===== src/rtl/alu_cmd_sequencer.sv =====
// Sequenced command front-end for the combinational ALU: latches a command, holds the ALU inputs
// for a settle window, captures result and flags, and returns them on a valid/ready port.
module alu_cmd_sequencer #(
    parameter int unsigned W          = 12,
    parameter int unsigned SETTLE_CYC = 1,
    parameter int unsigned CNT_W      = 8
) (
    input  logic             clk,
    input  logic             rst_n,
    input  logic             cmd_valid,
    output logic             cmd_ready,
    input  logic [2:0]       cmd_op,
    input  logic [W-1:0]     cmd_opnd,
    input  logic             cmd_load,
    input  logic             cmd_wb,
    output logic [W-1:0]     alu_a,
    output logic [W-1:0]     alu_b,
    output logic [2:0]       alu_op,
    input  logic [W-1:0]     alu_z,
    input  logic             alu_cout,
    input  logic             alu_ov,
    output logic             rsp_valid,
    input  logic             rsp_ready,
    output logic [W-1:0]     rsp_z,
    output logic [3:0]       rsp_flags,
    output logic [W-1:0]     acc,
    output logic             sticky_ov,
    output logic [CNT_W-1:0] cmd_count
);

    typedef enum logic [1:0] {StIdle, StExec, StCapt, StResp} state_e;

    state_e           state_q, state_d;
    logic [3:0]       cnt_q, cnt_d;
    logic [W-1:0]     alu_a_q, alu_a_d;
    logic [W-1:0]     alu_b_q, alu_b_d;
    logic [2:0]       alu_op_q, alu_op_d;
    logic             wb_q, wb_d;
    logic [W-1:0]     rsp_z_q, rsp_z_d;
    logic [3:0]       flags_q, flags_d;
    logic [W-1:0]     acc_q, acc_d;
    logic             sticky_q, sticky_d;
    logic [CNT_W-1:0] count_q, count_d;
    logic             arith;
    logic             flag_c;
    logic             flag_v;

    // Carry and overflow are only meaningful for add/sub (opcodes 6 and 7).
    assign arith  = (alu_op_q[2:1] == 2'b11);
    assign flag_c = arith & alu_cout;
    assign flag_v = arith & alu_ov;

    always_comb begin
        state_d  = state_q;
        cnt_d    = cnt_q;
        alu_a_d  = alu_a_q;
        alu_b_d  = alu_b_q;
        alu_op_d = alu_op_q;
        wb_d     = wb_q;
        rsp_z_d  = rsp_z_q;
        flags_d  = flags_q;
        acc_d    = acc_q;
        sticky_d = sticky_q;
        count_d  = count_q;
        unique case (state_q)
            StIdle: begin
                if (cmd_valid) begin
                    if (cmd_load) begin
                        acc_d   = cmd_opnd;
                        rsp_z_d = cmd_opnd;
                        flags_d = {1'b0, cmd_opnd[W-1], 1'b0, (cmd_opnd == '0)};
                        state_d = StResp;
                    end else begin
                        alu_a_d  = acc_q;
                        alu_b_d  = cmd_opnd;
                        alu_op_d = cmd_op;
                        wb_d     = cmd_wb;
                        cnt_d    = '0;
                        state_d  = StExec;
                    end
                end
            end
            StExec: begin
                cnt_d = cnt_q + 4'd1;
                if (cnt_q == 4'(SETTLE_CYC - 1)) begin
                    state_d = StCapt;
                end
            end
            StCapt: begin
                rsp_z_d  = alu_z;
                flags_d  = {flag_c, alu_z[W-1], flag_v, (alu_z == '0)};
                sticky_d = sticky_q | flag_v;
                if (wb_q) begin
                    acc_d = alu_z;
                end
                state_d = StResp;
            end
            StResp: begin
                if (rsp_ready) begin
                    count_d = count_q + 1'b1;
                    state_d = StIdle;
                end
            end
            default: state_d = StIdle;
        endcase
    end

    always_ff @(posedge clk or negedge rst_n) begin
        if (!rst_n) begin
            state_q  <= StIdle;
            cnt_q    <= '0;
            alu_a_q  <= '0;
            alu_b_q  <= '0;
            alu_op_q <= '0;
            wb_q     <= 1'b0;
            rsp_z_q  <= '0;
            flags_q  <= '0;
            acc_q    <= '0;
            sticky_q <= 1'b0;
            count_q  <= '0;
        end else begin
            state_q  <= state_d;
            cnt_q    <= cnt_d;
            alu_a_q  <= alu_a_d;
            alu_b_q  <= alu_b_d;
            alu_op_q <= alu_op_d;
            wb_q     <= wb_d;
            rsp_z_q  <= rsp_z_d;
            flags_q  <= flags_d;
            acc_q    <= acc_d;
            sticky_q <= sticky_d;
            count_q  <= count_d;
        end
    end

    assign cmd_ready = (state_q == StIdle);
    assign rsp_valid = (state_q == StResp);
    assign alu_a     = alu_a_q;
    assign alu_b     = alu_b_q;
    assign alu_op    = alu_op_q;
    assign rsp_z     = rsp_z_q;
    assign rsp_flags = flags_q;
    assign acc       = acc_q;
    assign sticky_ov = sticky_q;
    assign cmd_count = count_q;

endmodule

===== config.mk =====
export PLATFORM = sky130hd
export DESIGN_NAME = alu_cmd_sequencer
export DESIGN_NICKNAME = d
export VERILOG_FILES = /design/src/rtl/alu_cmd_sequencer.sv
export SDC_FILE = /design/constraint.sdc
export NUM_CORES = 1
export LEC_CHECK = 0
export BUFFER_PORTS_ARGS = -buffer_cell sky130_fd_sc_hd__buf_2
export CAP_MARGIN = 20
export CORE_MARGIN = 1.5
export CORE_UTILIZATION = 50
export DETAILED_ROUTE_END_ITERATION = 8
export GPL_TIMING_DRIVEN = 1
export HOLD_SLACK_MARGIN = 0.05
export PLACE_DENSITY = 0.79
export RECOVER_POWER = 100
export SLEW_MARGIN = 0
export SYNTH_ARGS = -nofsm -noshare
export SYNTH_HDL_FRONTEND = slang
export SYNTH_SLANG_ARGS = --single-unit

===== constraint.sdc =====
create_clock -name clk -period 1.9 [get_ports clk]
set_input_delay 0.095 -clock clk [delete_from_list [all_inputs] [get_ports clk]]
set_output_delay 0.095 -clock clk [all_outputs]
set_load 0.01 [all_outputs]

; Word level (Yosys, flattened, before mapping)
; Index checks and enable logic that the tools add are counted.
[op_classes]
bitwise_logic = 4
reduce_logical = 12
mux = 16
eq_ne = 10
addsub = 2
[op_table]
columns = op, n
row1 = $pmux W12 S2, 2
row2 = $mux W12, 3
row3 = $logic_not A12 Y1, 2
row4 = $mux W4, 4
row5 = $pmux W4 S2, 2
row6 = $reduce_and A3 Y1, 4
row7 = $add A8 B1 Y8 const B, 1
row8 = $mux W2, 4
row9 = $ne A2 B2 Y1 const B, 4
row10 = $pmux W2 S4, 1
row11 = $eq A2 B2 Y1 const B, 3
row12 = $add A4 B1 Y4 const B, 1
row13 = $logic_not A4 Y1, 1
row14 = $ne A2 B1 Y1 const B, 2
row15 = $reduce_and A4 Y1, 1
row16 = $reduce_bool A2 Y1, 2
row17 = $and A1 B1 Y1, 2
row18 = $eq A2 B1 Y1 const B, 1
row19 = $logic_not A2 Y1, 1
row20 = $reduce_and A2 Y1, 1
row21 = $not A1 Y1, 1
row22 = $or A1 B1 Y1, 1
[totals]
in_bits = 35
reg_bits = 71
out_inout_bits = 66
word_cells = 55

; Longest topological paths before layout
[depth]
word_depth = 4
ltp_mapped = 8
mapped_depth_nobuf = 6

; Worst setup path after synthesis
; No wires, ideal clock.
[synth_path]
path_kind = flip-flop to flip-flop
startpoint = register state_q[0]
endpoint = register rsp_z_q[10] (netlist: rsp_z[10])
arrival_time_ps = 1484
required_time_ps = 1774
path_slack_ps = 290
setup_time_ps = 126
n_path_buf = 2
path_stages_with_launch = 8
cell_sequence = dfrtp_1 inv_1 ha_1 nand3_1 nand2_1 buf_2 buf_2 a21oi_1
[synth_via]
elab_chain_cells = 3
elab_cells_between_ends = 7
[synth_rtl]
columns = element, line_no
row1 = start: declaration, 33  ; state_e state_q, state_d;
row2 = start signal: assignment, 110  ; state_q <= StIdle;
row3 = start signal: assignment, 122  ; state_q <= state_d;
row4 = $logic_not A2 Y1 (*), --
row5 = net cmd_ready, 11  ; output logic cmd_ready,
row6 = $ne A2 B1 Y1 (no source line) (tied with other cells), --
row7 = $reduce_and A3 Y1 (no source line), --
row8 = end signal: assignment, 128  ; rsp_z_q <= rsp_z_d;
row9 = end: declaration, 39  ; logic [W-1:0] rsp_z_q, rsp_z_d;
; The timed path passes the listed nets; every way through them passes the cells marked *.
; A chain may end at the register's enable or synchronous reset.

; Worst setup path after layout
[layout_path]
startpoint = register state_q[0]
endpoint = register alu_a_q[11] (netlist: alu_a[11])
[layout_via]
elab_chain_cells = 2
[layout_rtl]
columns = element, line_no
row1 = $logic_not A2 Y1, 65  ; unique case (state_q)
row2 = $reduce_and A3 Y1 (no source line), --
row3 = end signal: assignment, 124  ; alu_a_q <= alu_a_d;
row4 = end: declaration, 35  ; logic [W-1:0] alu_a_q, alu_a_d;
; Every way passes these cells.

==> out/results.ini <==
[place]
port_buffers=100
gp_congestion=0.803
post-dp-hpwl_mm=4.82

[die]
ios=101
die_h_um=80.5
initial_core_util_pct=51.3
dieArea_um2=6480
core-area_um2=5850
row_count=28
chipWidth_um=80.5

[yosys]
ys.flop_type=dfrtp_1
syn-cell-area_um2=3000
ys_warn_count=0
synth_area_per_cell_um2=12.0
post_synth_main_area_contributors=dfrtp_1, mux2_2, mux2i_1
yosys.area.top_type_share_pct=58.3
synth_edf_count=0
synth-async-reset-ratio_pct=100
syn-num-nets=294
synthTopCellsByCount=dfrtp_1, nor2_1, mux2_2, a21oi_1, mux2i_1
syn_inst=251
yosysTopAreaCell=dfrtp_1
ys_seq_area_share_pct=58.3
yosysMostFrequentCell=dfrtp_1
yosysUniqueCellTypes=36
synth_seq_cells=70

[global_routing]
grt.overflow.total=0
grt_pass1_vias=2334
grt_max_degree=51
antenna_found_initial=0
gr-usage-all-layers_pct=22.4
grt_pass1_wl_mm=10.8

[setup_path]
crit_family=flip-flops
cp-start-kind=flop
crit_arrival_ps=1980
worstPathRequired_ps=2120
end_kind=flop
r2r_setup_slack_ps=140
path_cells=inv_1 -> ha_1 -> nand3b_1 -> clkbuf_4 -> mux2_2
slowest_stage=dfrtp_1
rr_startpoint=state_q[0]
path_max_fanout=11
worst-setup-path-type=reg -> reg
crit_path_max_incr_delay_ps=370
worstSetupStartpoint=state_q[0]
crit_buf_inv=2

[power]
powerDensity_nw_per_um2=1750
peakVddDrop_mv=0.876
leakage_uw=0.00178

[timing]
rsz0062_at_grt=no
skew_ps=9.41
min_period_ps=1760
final_max_slew_viol_count=0
slew_headroom_pct=23.5
hold_viol=0
clock.fmax_mhz=567
fin_crit_sh_pct=92.9
setup_viol=0
tightest_slew_ps=1150
finalSetupTns_ps=0
worst_hold_slack_ps=66.8

[route]
route.detailed.drc=0
ant_nets=0
vias=2395
viasPerCell=5.22
finalWirelength_mm=7.00
wl_per_cell_um=15.3
dr.first_iter.drc_count=144
dr.pass1.iters=4

[cts]
clock_latency_ps=340
cts_root_buffer=clkbuf_8
cts_buffer_depth=2
cts.clk_slew.worst_paths_ps=70
cts_tree=done
cts_inserted_buffers=9
htreeDepth=3
clock_sinks=70

[min_path]
worstHoldPathType=in -> reg
hp-start=rsp_ready

[finish]
synthToLayoutAreaGrowth_pct=32.9
diodes=0
drive_gt1_share_pct=23.2
nets=422

[status]
status=complete, no violations

[flow_run]
drv_cap=0

-- flip-flops by register name (all words and copies together) (netlist names) --
register / flops
rsp_flags: 4
wb_q: 1
state_q: 2
sticky_ov: 1
cnt_q: 4
alu_a: 12
acc: 12
rsp_z: 11
cmd_count: 8
alu_b: 12
alu_op: 3
-- worst reg2reg max path, cell delays in order, from the launching register on --
cell and delay [ps]:
dfrtp_1 370, inv_1 90, ha_1 290, nand3b_1 230
clkbuf_4 280, mux2_2 370
-- metal layers --
layer  vias to the layer above  wire length, um  GRT usage (%)
met5                         -                0              0
met4                         0              159           10.7
met3                        17              394           5.45
met2                        86             3550           37.6
met1                      1159             2900           26.9
li1                       1133                -              -
-- layout make-up --
type / instances / area [um^2]
clock buffer: 10 / 138
clock inverter: 6 / 109
fill: 488 / 1860
inverter: 8 / 30.0
multi-input combinational: 162 / 1170
sequential: 70 / 1750
tap: 75 / 93.8
timing repair buffer: 128 / 703
-- cells by family (layout without fill, tap and decap cells) --
logic type	Yosys count	in the layout	synth area share [%]
adders and majority gates	8	8	3.33
and+or+nand+nor	65	65	10.2
AOI/OAI and AO/OA	37	37	6.91
buffers and inverters	19	152	2.96
DFF	70	70	58.3
muxes	45	45	16.2
xor gates and xnor gates	7	7	2.04
-- where the power goes --
group,total (uW),internal (uW),leakage [uW],switching (uW)
Sequential,2670,2200,0.000824,465
Clock,1460,905,0.000126,552
Combinational,2850,1230,0.000826,1610
Total,6970,4340,0.00178,2630
-- stage by stage --
| stage | util (%) | cell area, um^2 | total power [uW] | cells | setup WS, ps |
|---|---|---|---|---|---|
| final | 68.2 | 3990 | 6970 | 459 | 136 |
| after global routing | 68.2 | 3990 | 7440 | 459 | 6.16 |
| after CTS | 69.8 | 4080 | 7160 | 459 | 135 |
| after detailed placement | 62.2 | 3640 | 5650 | 423 | 170 |
| after global placement | 62.2 | 3640 | 5530 | 423 | 230 |
| after floorplan | - | 3000 | 4440 | 251 | 290 |
-- worst paths after layout --
| kind | cells after the start | end |
|---|---|---|
| worst max-delay path | 5 | alu_a[11] |
| worst min-delay path | 3 | cmd_count[2] |
| worst max register to register | 5 | alu_a[11] |
| worst min register to register | 1 | sticky_ov |
| max in group asynchronous | 3 | alu_a[4] |
| min in group asynchronous | 2 | rsp_z[6] |
-- cells in the final DEF, fill, tap and decap left out, types with 4 or more instances in the layout --
| master | netlist | routed |
|---|---|---|
| nand3_1 | 7 | 7 |
| mux2i_1 | 16 | 16 |
| dfrtp_1 | 70 | 70 |
| nand2_1 | 11 | 10 |
| buf_2 | 8 | 34 |
| clkbuf_8 | 0 | 10 |
| clkbuf_1 | 1 | 67 |
| nor2_1 | 30 | 30 |
| inv_1 | 8 | 8 |
| ha_1 | 8 | 8 |
| mux2_2 | 28 | 28 |
| xnor2_1 | 4 | 4 |
| dlygate4sd3_1 | 0 | 20 |
| a21oi_1 | 26 | 26 |
-- repair_timing --
action,in CTS,in global routing
setup endpoints to repair,0,2
endpoints found under the hold margin,39,0
hold buffers,20,0
resized for setup,0,1
buffers inserted,0,0
(Power assumes the default switching activity.)
